### config.mk
export PLATFORM = sky130hd
export DESIGN_NAME = tdm_demux_1x8_flat
export DESIGN_NICKNAME = d
export VERILOG_FILES = /design/src/rtl/tdm_demux_1x8_if.sv /design/src/rtl/tdm_demux_1x8.sv /design/src/flat_wrapper.sv
export SDC_FILE = /design/constraint.sdc
export NUM_CORES = 1
export LEC_CHECK = 0
export CORE_MARGIN = 1.5
export CORE_UTILIZATION = 40
export CTS_CLUSTER_DIAMETER = 120
export DETAILED_ROUTE_END_ITERATION = 8
export PLACE_DENSITY = 0.67
export REMOVE_ABC_BUFFERS = 1
export SYNTH_ARGS = -nofsm -noshare
export SYNTH_HDL_FRONTEND = slang
export SYNTH_SLANG_ARGS = --single-unit
### constraint.sdc
create_clock -name clk -period 2.8 [get_ports clk]
set_clock_uncertainty 0.05 [all_clocks]
set_input_delay 0.28 -clock clk [delete_from_list [all_inputs] [get_ports clk]]
set_output_delay 0.28 -clock clk [all_outputs]
set_load 0.02 [all_outputs]
### src/rtl/tdm_demux_1x8_if.sv
// tdm_demux_1x8_if: bundles the serial-side inputs and the parallel-side
// outputs of the 1-to-8 TDM demultiplexer.
//   din, din_valid       serial bit and its beat qualifier
//   frame_start          synchronous resync pulse
//   sel_mode, sel        0 = counter-driven lanes, 1 = direct lane select
//   y, frame_valid       registered parallel frame and its one-cycle strobe
//   cur_lane             lane the next auto-mode beat will write
//   parity_err           only with TDM_DEMUX_PARITY_EN: frame parity check result
// modport master: the stream source; modport slave: the demultiplexer.
interface tdm_demux_1x8_if;
  logic       din;
  logic       din_valid;
  logic       frame_start;
  logic       sel_mode;
  logic [2:0] sel;
  logic [7:0] y;
  logic       frame_valid;
  logic [2:0] cur_lane;
`ifdef TDM_DEMUX_PARITY_EN
  logic       parity_err;
`endif

  modport master (
    output din, din_valid, frame_start, sel_mode, sel,
`ifdef TDM_DEMUX_PARITY_EN
    input  parity_err,
`endif
    input  y, frame_valid, cur_lane
  );

  modport slave (
    input  din, din_valid, frame_start, sel_mode, sel,
`ifdef TDM_DEMUX_PARITY_EN
    output parity_err,
`endif
    output y, frame_valid, cur_lane
  );
endinterface

### src/rtl/tdm_demux_1x8.sv
// tdm_demux_1x8: sequential 1-to-8 time-division demultiplexer.
// Auto mode collects 8 valid beats into a shadow register (lane counter
// driven) and publishes the completed frame on y with a one-cycle
// frame_valid strobe. Direct mode writes y[sel] on every valid beat.
// frame_start or a change of sel_mode resynchronises the lane counter and
// discards the partial frame; y is kept.
// Ports:
//   clk    rising-edge clock
//   rst_n  asynchronous active-low reset
//   bus    tdm_demux_1x8_if.slave (din, din_valid, frame_start, sel_mode,
//          sel, y, frame_valid, cur_lane[, parity_err])
// Optional macro TDM_DEMUX_PARITY_EN: auto frames gain a 9th (even parity)
// beat; y/frame_valid update on that beat and parity_err reports the check.
module tdm_demux_1x8 #(
  parameter int LANES      = 8,
  parameter int FIRST_LANE = 0
) (
  input logic            clk,
  input logic            rst_n,
  tdm_demux_1x8_if.slave bus
);

  localparam logic [2:0] FIRST = 3'(FIRST_LANE);
  localparam logic [2:0] LAST  = 3'(LANES - 1);

  logic [LANES-1:0] shadow_q, shadow_d;
  logic [LANES-1:0] y_q, y_d;
  logic [2:0]       cur_lane_q, cur_lane_d;
  logic             frame_valid_q, frame_valid_d;
  logic             sel_mode_q, sel_mode_d;
`ifdef TDM_DEMUX_PARITY_EN
  logic             parity_phase_q, parity_phase_d;
  logic             parity_err_q, parity_err_d;
`endif

  logic             resync;
  logic [2:0]       lane;

  always_comb begin
    shadow_d      = shadow_q;
    y_d           = y_q;
    cur_lane_d    = cur_lane_q;
    frame_valid_d = 1'b0;
    sel_mode_d    = bus.sel_mode;
`ifdef TDM_DEMUX_PARITY_EN
    parity_phase_d = parity_phase_q;
    parity_err_d   = parity_err_q;
`endif
    resync = bus.frame_start | (bus.sel_mode != sel_mode_q);
    lane   = cur_lane_q;

    // Resync is applied first so a beat in the same cycle lands on FIRST
    // and sees an empty shadow.
    if (resync) begin
      shadow_d   = '0;
      cur_lane_d = FIRST;
      lane       = FIRST;
`ifdef TDM_DEMUX_PARITY_EN
      parity_phase_d = 1'b0;
`endif
    end

    if (bus.din_valid) begin
      if (bus.sel_mode) begin
        y_d[bus.sel] = bus.din;
      end else
`ifdef TDM_DEMUX_PARITY_EN
      if (parity_phase_q && !resync) begin
        // Beat 9: publish the held frame together with its parity result.
        y_d            = shadow_q;
        frame_valid_d  = 1'b1;
        parity_err_d   = (^shadow_q) ^ bus.din;
        parity_phase_d = 1'b0;
      end else
`endif
      begin
        shadow_d[lane] = bus.din;
        if (lane == LAST) begin
          cur_lane_d = '0;
`ifdef TDM_DEMUX_PARITY_EN
          parity_phase_d = 1'b1;
`else
          y_d           = shadow_d;
          frame_valid_d = 1'b1;
`endif
        end else begin
          cur_lane_d = lane + 3'd1;
        end
      end
    end
  end

  always_ff @(posedge clk or negedge rst_n) begin
    if (!rst_n) begin
      shadow_q      <= '0;
      y_q           <= '0;
      cur_lane_q    <= FIRST;
      frame_valid_q <= 1'b0;
      sel_mode_q    <= 1'b0;
`ifdef TDM_DEMUX_PARITY_EN
      parity_phase_q <= 1'b0;
      parity_err_q   <= 1'b0;
`endif
    end else begin
      shadow_q      <= shadow_d;
      y_q           <= y_d;
      cur_lane_q    <= cur_lane_d;
      frame_valid_q <= frame_valid_d;
      sel_mode_q    <= sel_mode_d;
`ifdef TDM_DEMUX_PARITY_EN
      parity_phase_q <= parity_phase_d;
      parity_err_q   <= parity_err_d;
`endif
    end
  end

  assign bus.y           = y_q;
  assign bus.frame_valid = frame_valid_q;
  assign bus.cur_lane    = cur_lane_q;
`ifdef TDM_DEMUX_PARITY_EN
  assign bus.parity_err  = parity_err_q;
`endif

endmodule
### src/flat_wrapper.sv
// flat-port wrapper written by rule: the top's interface ports become plain ports
module tdm_demux_1x8_flat 
#(
  parameter int LANES      = 8,
  parameter int FIRST_LANE = 0
)
  (clk, rst_n, bus_din, bus_din_valid, bus_frame_start, bus_sel_mode, bus_sel, bus_y, bus_frame_valid, bus_cur_lane);
  tdm_demux_1x8_if bus_i ();
  input logic clk;
  input logic rst_n;
  input wire logic [$bits(bus_i.din)-1:0] bus_din;
  input wire logic [$bits(bus_i.din_valid)-1:0] bus_din_valid;
  input wire logic [$bits(bus_i.frame_start)-1:0] bus_frame_start;
  input wire logic [$bits(bus_i.sel_mode)-1:0] bus_sel_mode;
  input wire logic [$bits(bus_i.sel)-1:0] bus_sel;
  output wire logic [$bits(bus_i.y)-1:0] bus_y;
  output wire logic [$bits(bus_i.frame_valid)-1:0] bus_frame_valid;
  output wire logic [$bits(bus_i.cur_lane)-1:0] bus_cur_lane;
  assign bus_i.din = bus_din;
  assign bus_i.din_valid = bus_din_valid;
  assign bus_i.frame_start = bus_frame_start;
  assign bus_i.sel_mode = bus_sel_mode;
  assign bus_i.sel = bus_sel;
  assign bus_y = bus_i.y;
  assign bus_frame_valid = bus_i.frame_valid;
  assign bus_cur_lane = bus_i.cur_lane;
  tdm_demux_1x8 #(.LANES(LANES), .FIRST_LANE(FIRST_LANE)) u_core (.clk(clk), .rst_n(rst_n), .bus(bus_i));
endmodule
* Word-level counts from Yosys, hierarchy flattened
Index checks and enable logic that the tools add are counted.
** Storage, ports and cells
- Flip-flop bits (word level) :: 21
- Output and inout bits :: 12
- Word-level logic and storage cells :: 35
** Operators by class
- Bitwise operators :: 1
- Add/subtract/negate cells :: 1
- Muxes and demuxes :: 18
- Magnitude comparators :: 4
- Reduce and logical (&&, ||, !) cells :: 4
- Eq/ne operators :: 2
** Operators with widths (count)
- 8-bit 2-to-1 mux :: 5
- 8-bit bitwise mux :: 2
- 3-bit 2-to-1 mux :: 4
- 3-bit by 4-bit less-than comparator with 1-bit output (second input constant) :: 2
- 1-bit demux with 3-bit select :: 2
- 3-bit by 1-bit greater-or-equal comparator with 1-bit output (second input constant) :: 2
- 1-bit 2-to-1 mux :: 5
- 3-bit by 1-bit adder with 3-bit output (second input constant) :: 1
- 3-bit == test (second input constant) :: 1
- 1-bit logical AND :: 2
- 2-bit AND reduction :: 1
- 2-bit nonzero test :: 1
- 1-bit != test :: 1
- 1-bit OR :: 1

* Longest topological paths before layout
- Depth after elaboration :: 10
- Mapped depth :: 8
- Mapped depth without buffers :: 7

* Worst setup path after synthesis
No wires, ideal clock.
- Path kind :: register to register
- Start point :: register u_core.cur_lane_q[2] (netlist: u_core.bus.cur_lane[2])
- End point :: register u_core.y_q[5] (netlist: u_core.bus.y[5])
- Setup time :: 0.125 ns
- Setup slack :: 0.754 ns
- Arrival time :: 1.872 ns
- Period minus slack after synthesis :: 2.046 ns
- Path buffers :: 1
- Stages on the path, launching flop included :: 8
- Cell sequence :: dfrtp_1 buf_2 inv_1 nor3_1 ha_1 nor2b_1 o21ai_0 mux2_2
** Between the ends
- Longest elaborated chain between the ends :: 8
** Ends and longest elaborated chain
- from (decl) :: line tdm_demux_1x8.sv:28 : logic [2:0] cur_lane_q, cur_lane_d;
- from (signal assigned) :: line tdm_demux_1x8.sv:107 : cur_lane_q <= cur_lane_d;
- 3-bit 2-to-1 mux * :: line tdm_demux_1x8.sv:54 : if (resync) begin
- 3-bit by 4-bit less-than comparator with 1-bit output (implied by the code) or 3-bit by 1-bit greater-or-equal comparator with 1-bit output (tied branches) :: line tdm_demux_1x8.sv:77 : shadow_d[lane] = bus.din;
- 1-bit logical AND (implied by the code) :: line tdm_demux_1x8.sv:77
- 1-bit 2-to-1 mux (implied by the code) :: line tdm_demux_1x8.sv:77
- 1-bit demux with 3-bit select
- 8-bit bitwise mux :: line tdm_demux_1x8.sv:77
- 8-bit 2-to-1 mux :: line tdm_demux_1x8.sv:78 : if (lane == LAST) begin
- 8-bit 2-to-1 mux :: line tdm_demux_1x8.sv:64 : if (bus.sel_mode) begin
- to (signal assigned) :: line tdm_demux_1x8.sv:106 : y_q <= y_d;
- to (decl) :: line tdm_demux_1x8.sv:27 : logic [LANES-1:0] y_q, y_d;
Every way passes the cells marked *; elsewhere a longest branch is shown, timed or not. The select of a mux whose other input is x is not followed.
A chain may end at the register's enable or synchronous reset.

* Worst setup path in the final report
- Start point :: register u_core.cur_lane_q[2] (netlist: u_core.bus.cur_lane[2])
- End point :: register u_core.y_q[0] (netlist: u_core.bus.y[0])
Same word-level chain as after synthesis.

==> flow_results.xml <==
<?xml version="1.0" encoding="UTF-8"?>
<metrics>
  <group name="outcome">
    <metric name="run_status" unit="">finished clean</metric>
  </group>
  <group name="yosys">
    <metric name="synth.area.top_cells" unit="">dfrtp_1 (41%), mux2_2 (4.4%), nand2_1 (4.1%)</metric>
    <metric name="yosys.area_share.adder" unit="%">0.969</metric>
    <metric name="synthesis.area_per_instance" unit="um2">9.93</metric>
    <metric name="yosys.area.top_type_share" unit="%">40.7</metric>
    <metric name="ys_async_sr_fraction" unit="%">100</metric>
    <metric name="synth_xor_area_share" unit="%">2.03</metric>
    <metric name="synth.ff_latch_count" unit="">21</metric>
    <metric name="synth-simple-area-share" unit="%">22.2</metric>
    <metric name="synth_unique_cells" unit="">40</metric>
    <metric name="largest_family_of_logic_cells_by_synthesized_area" unit="">simple AND/OR/NAND/NOR gates</metric>
    <metric name="synth_edf_count" unit="">0</metric>
    <metric name="ys.flop_type" unit="">dfrtp_1</metric>
    <metric name="muxShareOfSynthArea" unit="%">6.69</metric>
    <metric name="synth_area_leader_cell" unit="">dfrtp_1</metric>
    <metric name="post_synth_most_frequent_cells" unit="">dfrtp_1 (21), nand2_1 (14), o21ai_0 (7)</metric>
    <metric name="netlist_instances" unit="">130</metric>
    <metric name="synth_compound_gate_area_share" unit="%">22.1</metric>
    <metric name="synthesis.yosys.warnings" unit="">0</metric>
    <metric name="synthesis.area" unit="mm2">0.00129</metric>
    <metric name="ys_seq_area_share" unit="%">40.7</metric>
    <metric name="synth.most_common_cell" unit="">dfrtp_1</metric>
  </group>
  <group name="power_and_ir_drop">
    <metric name="clockPowerShare" unit="%">21.2</metric>
    <metric name="switching_share" unit="%">31.4</metric>
    <metric name="pwr-share-comb" unit="%">28.2</metric>
    <metric name="power_frac_seq" unit="%">50.6</metric>
    <metric name="power.net_switching" unit="mW">0.220</metric>
    <metric name="internal_power" unit="mW">0.480</metric>
    <metric name="irDropWorstVdd" unit="mV">0.199</metric>
    <metric name="power.static_leakage" unit="nW">0.613</metric>
    <metric name="cellPowerDensity" unit="mW/mm2">450</metric>
  </group>
  <group name="run">
    <metric name="max-cap-violations" unit="">0</metric>
  </group>
  <group name="placed_design">
    <metric name="routabilityCongestion" unit="">0.823</metric>
    <metric name="hpwl" unit="um">2170</metric>
    <metric name="dpl-instance-area" unit="mm2">0.00153</metric>
    <metric name="io_buffers" unit="">20</metric>
  </group>
  <group name="floorplan">
    <metric name="floorplan.initialDensity" unit="%">42.3</metric>
    <metric name="core-area" unit="mm2">0.00305</metric>
    <metric name="chipHeight" unit="um">59.8</metric>
    <metric name="ios" unit="">21</metric>
    <metric name="die_w" unit="um">59.8</metric>
    <metric name="floorplan.rows" unit="">20</metric>
    <metric name="design.die.area" unit="mm2">0.00358</metric>
  </group>
  <group name="drt">
    <metric name="avgViaCountPerCell" unit="">5.65</metric>
    <metric name="detailedRoute.firstIterationViolations" unit="">52</metric>
    <metric name="drc_errors" unit="">0</metric>
    <metric name="dr_total_vias" unit="">1102</metric>
    <metric name="postRouteWirelength" unit="um">2980</metric>
    <metric name="routed_len_inst" unit="um">15.3</metric>
    <metric name="drt.antenna.violating_nets" unit="">0</metric>
    <metric name="detail_route.first_pass.iterations" unit="">4</metric>
  </group>
  <group name="global_route">
    <metric name="first_global_vias" unit="">1029</metric>
    <metric name="groute.layer.met2.usage" unit="%">27.5</metric>
    <metric name="grt_max_degree" unit="">22</metric>
    <metric name="grt_first_pass_wirelength" unit="um">4970</metric>
    <metric name="gr-total-overflow" unit="">0</metric>
    <metric name="grt_use_total" unit="%">18.3</metric>
    <metric name="most_crowded_layer_after_global_routing" unit="">met2</metric>
    <metric name="met3_usage" unit="%">3.03</metric>
    <metric name="globalRouteMet1Util" unit="%">26.8</metric>
    <metric name="number_of_antenna_violations_at_the_first_check_in_global_routing" unit="">0</metric>
  </group>
  <group name="finish">
    <metric name="drive_above_1_share" unit="%">12.6</metric>
    <metric name="areaGrowthSynthToFinish" unit="%">20.3</metric>
    <metric name="ff_latch_area" unit="um2">526</metric>
    <metric name="fillerInstances" unit="">283</metric>
    <metric name="multiInputGateArea" unit="um2">697</metric>
    <metric name="nNetsFinal" unit="">162</metric>
    <metric name="antennaDiodeCount" unit="">0</metric>
    <metric name="postLayoutCellArea" unit="mm2">0.00155</metric>
  </group>
  <group name="clock_tree">
    <metric name="clock_tree.htree_level_count" unit="">1</metric>
    <metric name="numClockSinks" unit="">21</metric>
    <metric name="tritoncts" unit="">done</metric>
    <metric name="max-clock-path-buffers" unit="">2</metric>
    <metric name="clk_pin_slew" unit="ns">0.13</metric>
    <metric name="post_cts_hold_buffer_count" unit="">0</metric>
    <metric name="cts_root_buf" unit="">clkbuf_4</metric>
    <metric name="numCtsBuffers" unit="">3</metric>
    <metric name="cts.repair.resized" unit="">0</metric>
    <metric name="worst_skew_late_latency" unit="ns">0.31</metric>
    <metric name="postCtsSetupRepairBufs" unit="">0</metric>
  </group>
  <group name="sta">
    <metric name="slew_viol_final" unit="">0</metric>
    <metric name="final-hold-violation-count" unit="">0</metric>
    <metric name="final.period_utilization" unit="%">82.9</metric>
    <metric name="post-route-min-period" unit="ns">2.32</metric>
    <metric name="final.setup.tns" unit="ns">0</metric>
    <metric name="relSlewSlack" unit="%">35.8</metric>
    <metric name="max_clock_freq" unit="MHz">431</metric>
    <metric name="final-setup-viol-count" unit="">0</metric>
    <metric name="max_slew.worst_pin.slew" unit="ns">0.960</metric>
    <metric name="grt_setup_unrepaired" unit="">no</metric>
  </group>
  <group name="hold_path">
    <metric name="worstHoldPathType" unit="">in2async</metric>
  </group>
  <group name="critical_path">
    <metric name="worst_setup_path_start_kind" unit="">register</metric>
    <metric name="ff2ff_setup_slack" unit="ns">0.48</metric>
    <metric name="arrival" unit="ns">2.47</metric>
    <metric name="worst-r2r-cell-count" unit="">6</metric>
    <metric name="worst_setup_path_type" unit="">reg2reg</metric>
    <metric name="path_max_fanout" unit="">11</metric>
    <metric name="critical_path.endpoint_type" unit="">register</metric>
    <metric name="worst-endpoint-required" unit="ns">2.95</metric>
    <metric name="reg2reg_to" unit="">u_core.bus.y[0]</metric>
    <metric name="worstReg2RegStart" unit="">u_core.bus.cur_lane[2]</metric>
  </group>
</metrics>
logic make-up (layout without fill, tap and decap cells):
family,count (synthesis),in the layout
xor+xnor,3,3
simple gates,49,49
mux,8,8
compound gates,37,37
flops,21,21
buf+inv,11,32
fa+ha+maj,1,1
how the worst max path moves through the flow:
stage                                       from               to  slack, ns  cells after the start
after floorplan                u_core.sel_mode_q  u_core.bus.y[0]       0.70                      6
after global placement              bus_sel_mode  u_core.bus.y[0]       0.48                      7
after detailed placement            bus_sel_mode  u_core.bus.y[0]       0.41                      7
after CTS                 u_core.bus.cur_lane[2]  u_core.bus.y[0]       0.52                      6
after global routing      u_core.bus.cur_lane[2]  u_core.bus.y[1]       0.23                      6
final                     u_core.bus.cur_lane[2]  u_core.bus.y[0]       0.48                      6
registers in the layout, summed over array words and instances (netlist names):
signal / cells
u_core.bus.cur_lane: 3
u_core.shadow_q: 8
u_core.sel_mode_q: 1
u_core.bus.frame_valid: 1
u_core.bus.y: 8
per-layer routing:
metal  wire [um]  up-vias
li1            -      534
met1        1440      517
met2        1320       42
met3         174        9
met4          44        0
met5           0        -
worst max-delay path, stage by stage (launching register included):
cell and delay [ns]:
dfrtp_1 0.64, inv_1 0.18, nor3_1 0.25, ha_1 0.21
nor2b_1 0.41, o21ai_0 0.19, mux2_2 0.29
placed cells by master, fill, tap and decap left out, types with 3 or more instances in the layout:
cell type	n
clkdlybuf4s50_1	20
a31oi_1	6
dfrtp_1	21
o211ai_1	3
o21ai_0	7
o311ai_0	4
a21oi_1	3
mux2_2	5
nand2_1	14
a41oi_1	3
nand2b_1	6
nor3_1	6
buf_4	5
clkbuf_4	3
nor2_1	5
nor4_1	3
inv_1	3
o31ai_1	3
mux2i_1	3
stage by stage:
step,worst slack [ns],total power [mW],utilization (%),cells,hold WS (ns)
CTS,0.516,0.711,50.9,195,0.461
floorplan,0.701,0.450,-,122,-0.0656
global placement,0.484,0.553,50.0,191,0.428
detailed placement,0.413,0.559,50.0,191,0.432
global route,0.226,0.740,50.9,195,0.485
finish,0.479,0.700,50.9,195,0.438
cell type report:
class	count	area share, %
clock buffer	3	1.45
clock inverter	1	0.322
inverter	3	0.725
multi-input combinational	98	44.8
sequential	21	33.8
tap	44	3.54
timing repair buffer	25	15.3
power groups by stage:
stage	clock network (mW)	logic, mW	registers, mW
final	0.148	0.197	0.355
after global routing	0.169	0.213	0.358
after CTS	0.158	0.199	0.355
after detailed placement	0	0.198	0.361
after global placement	0	0.194	0.359
after floorplan	0	0.0590	0.391
(Power assumes the default switching activity.)
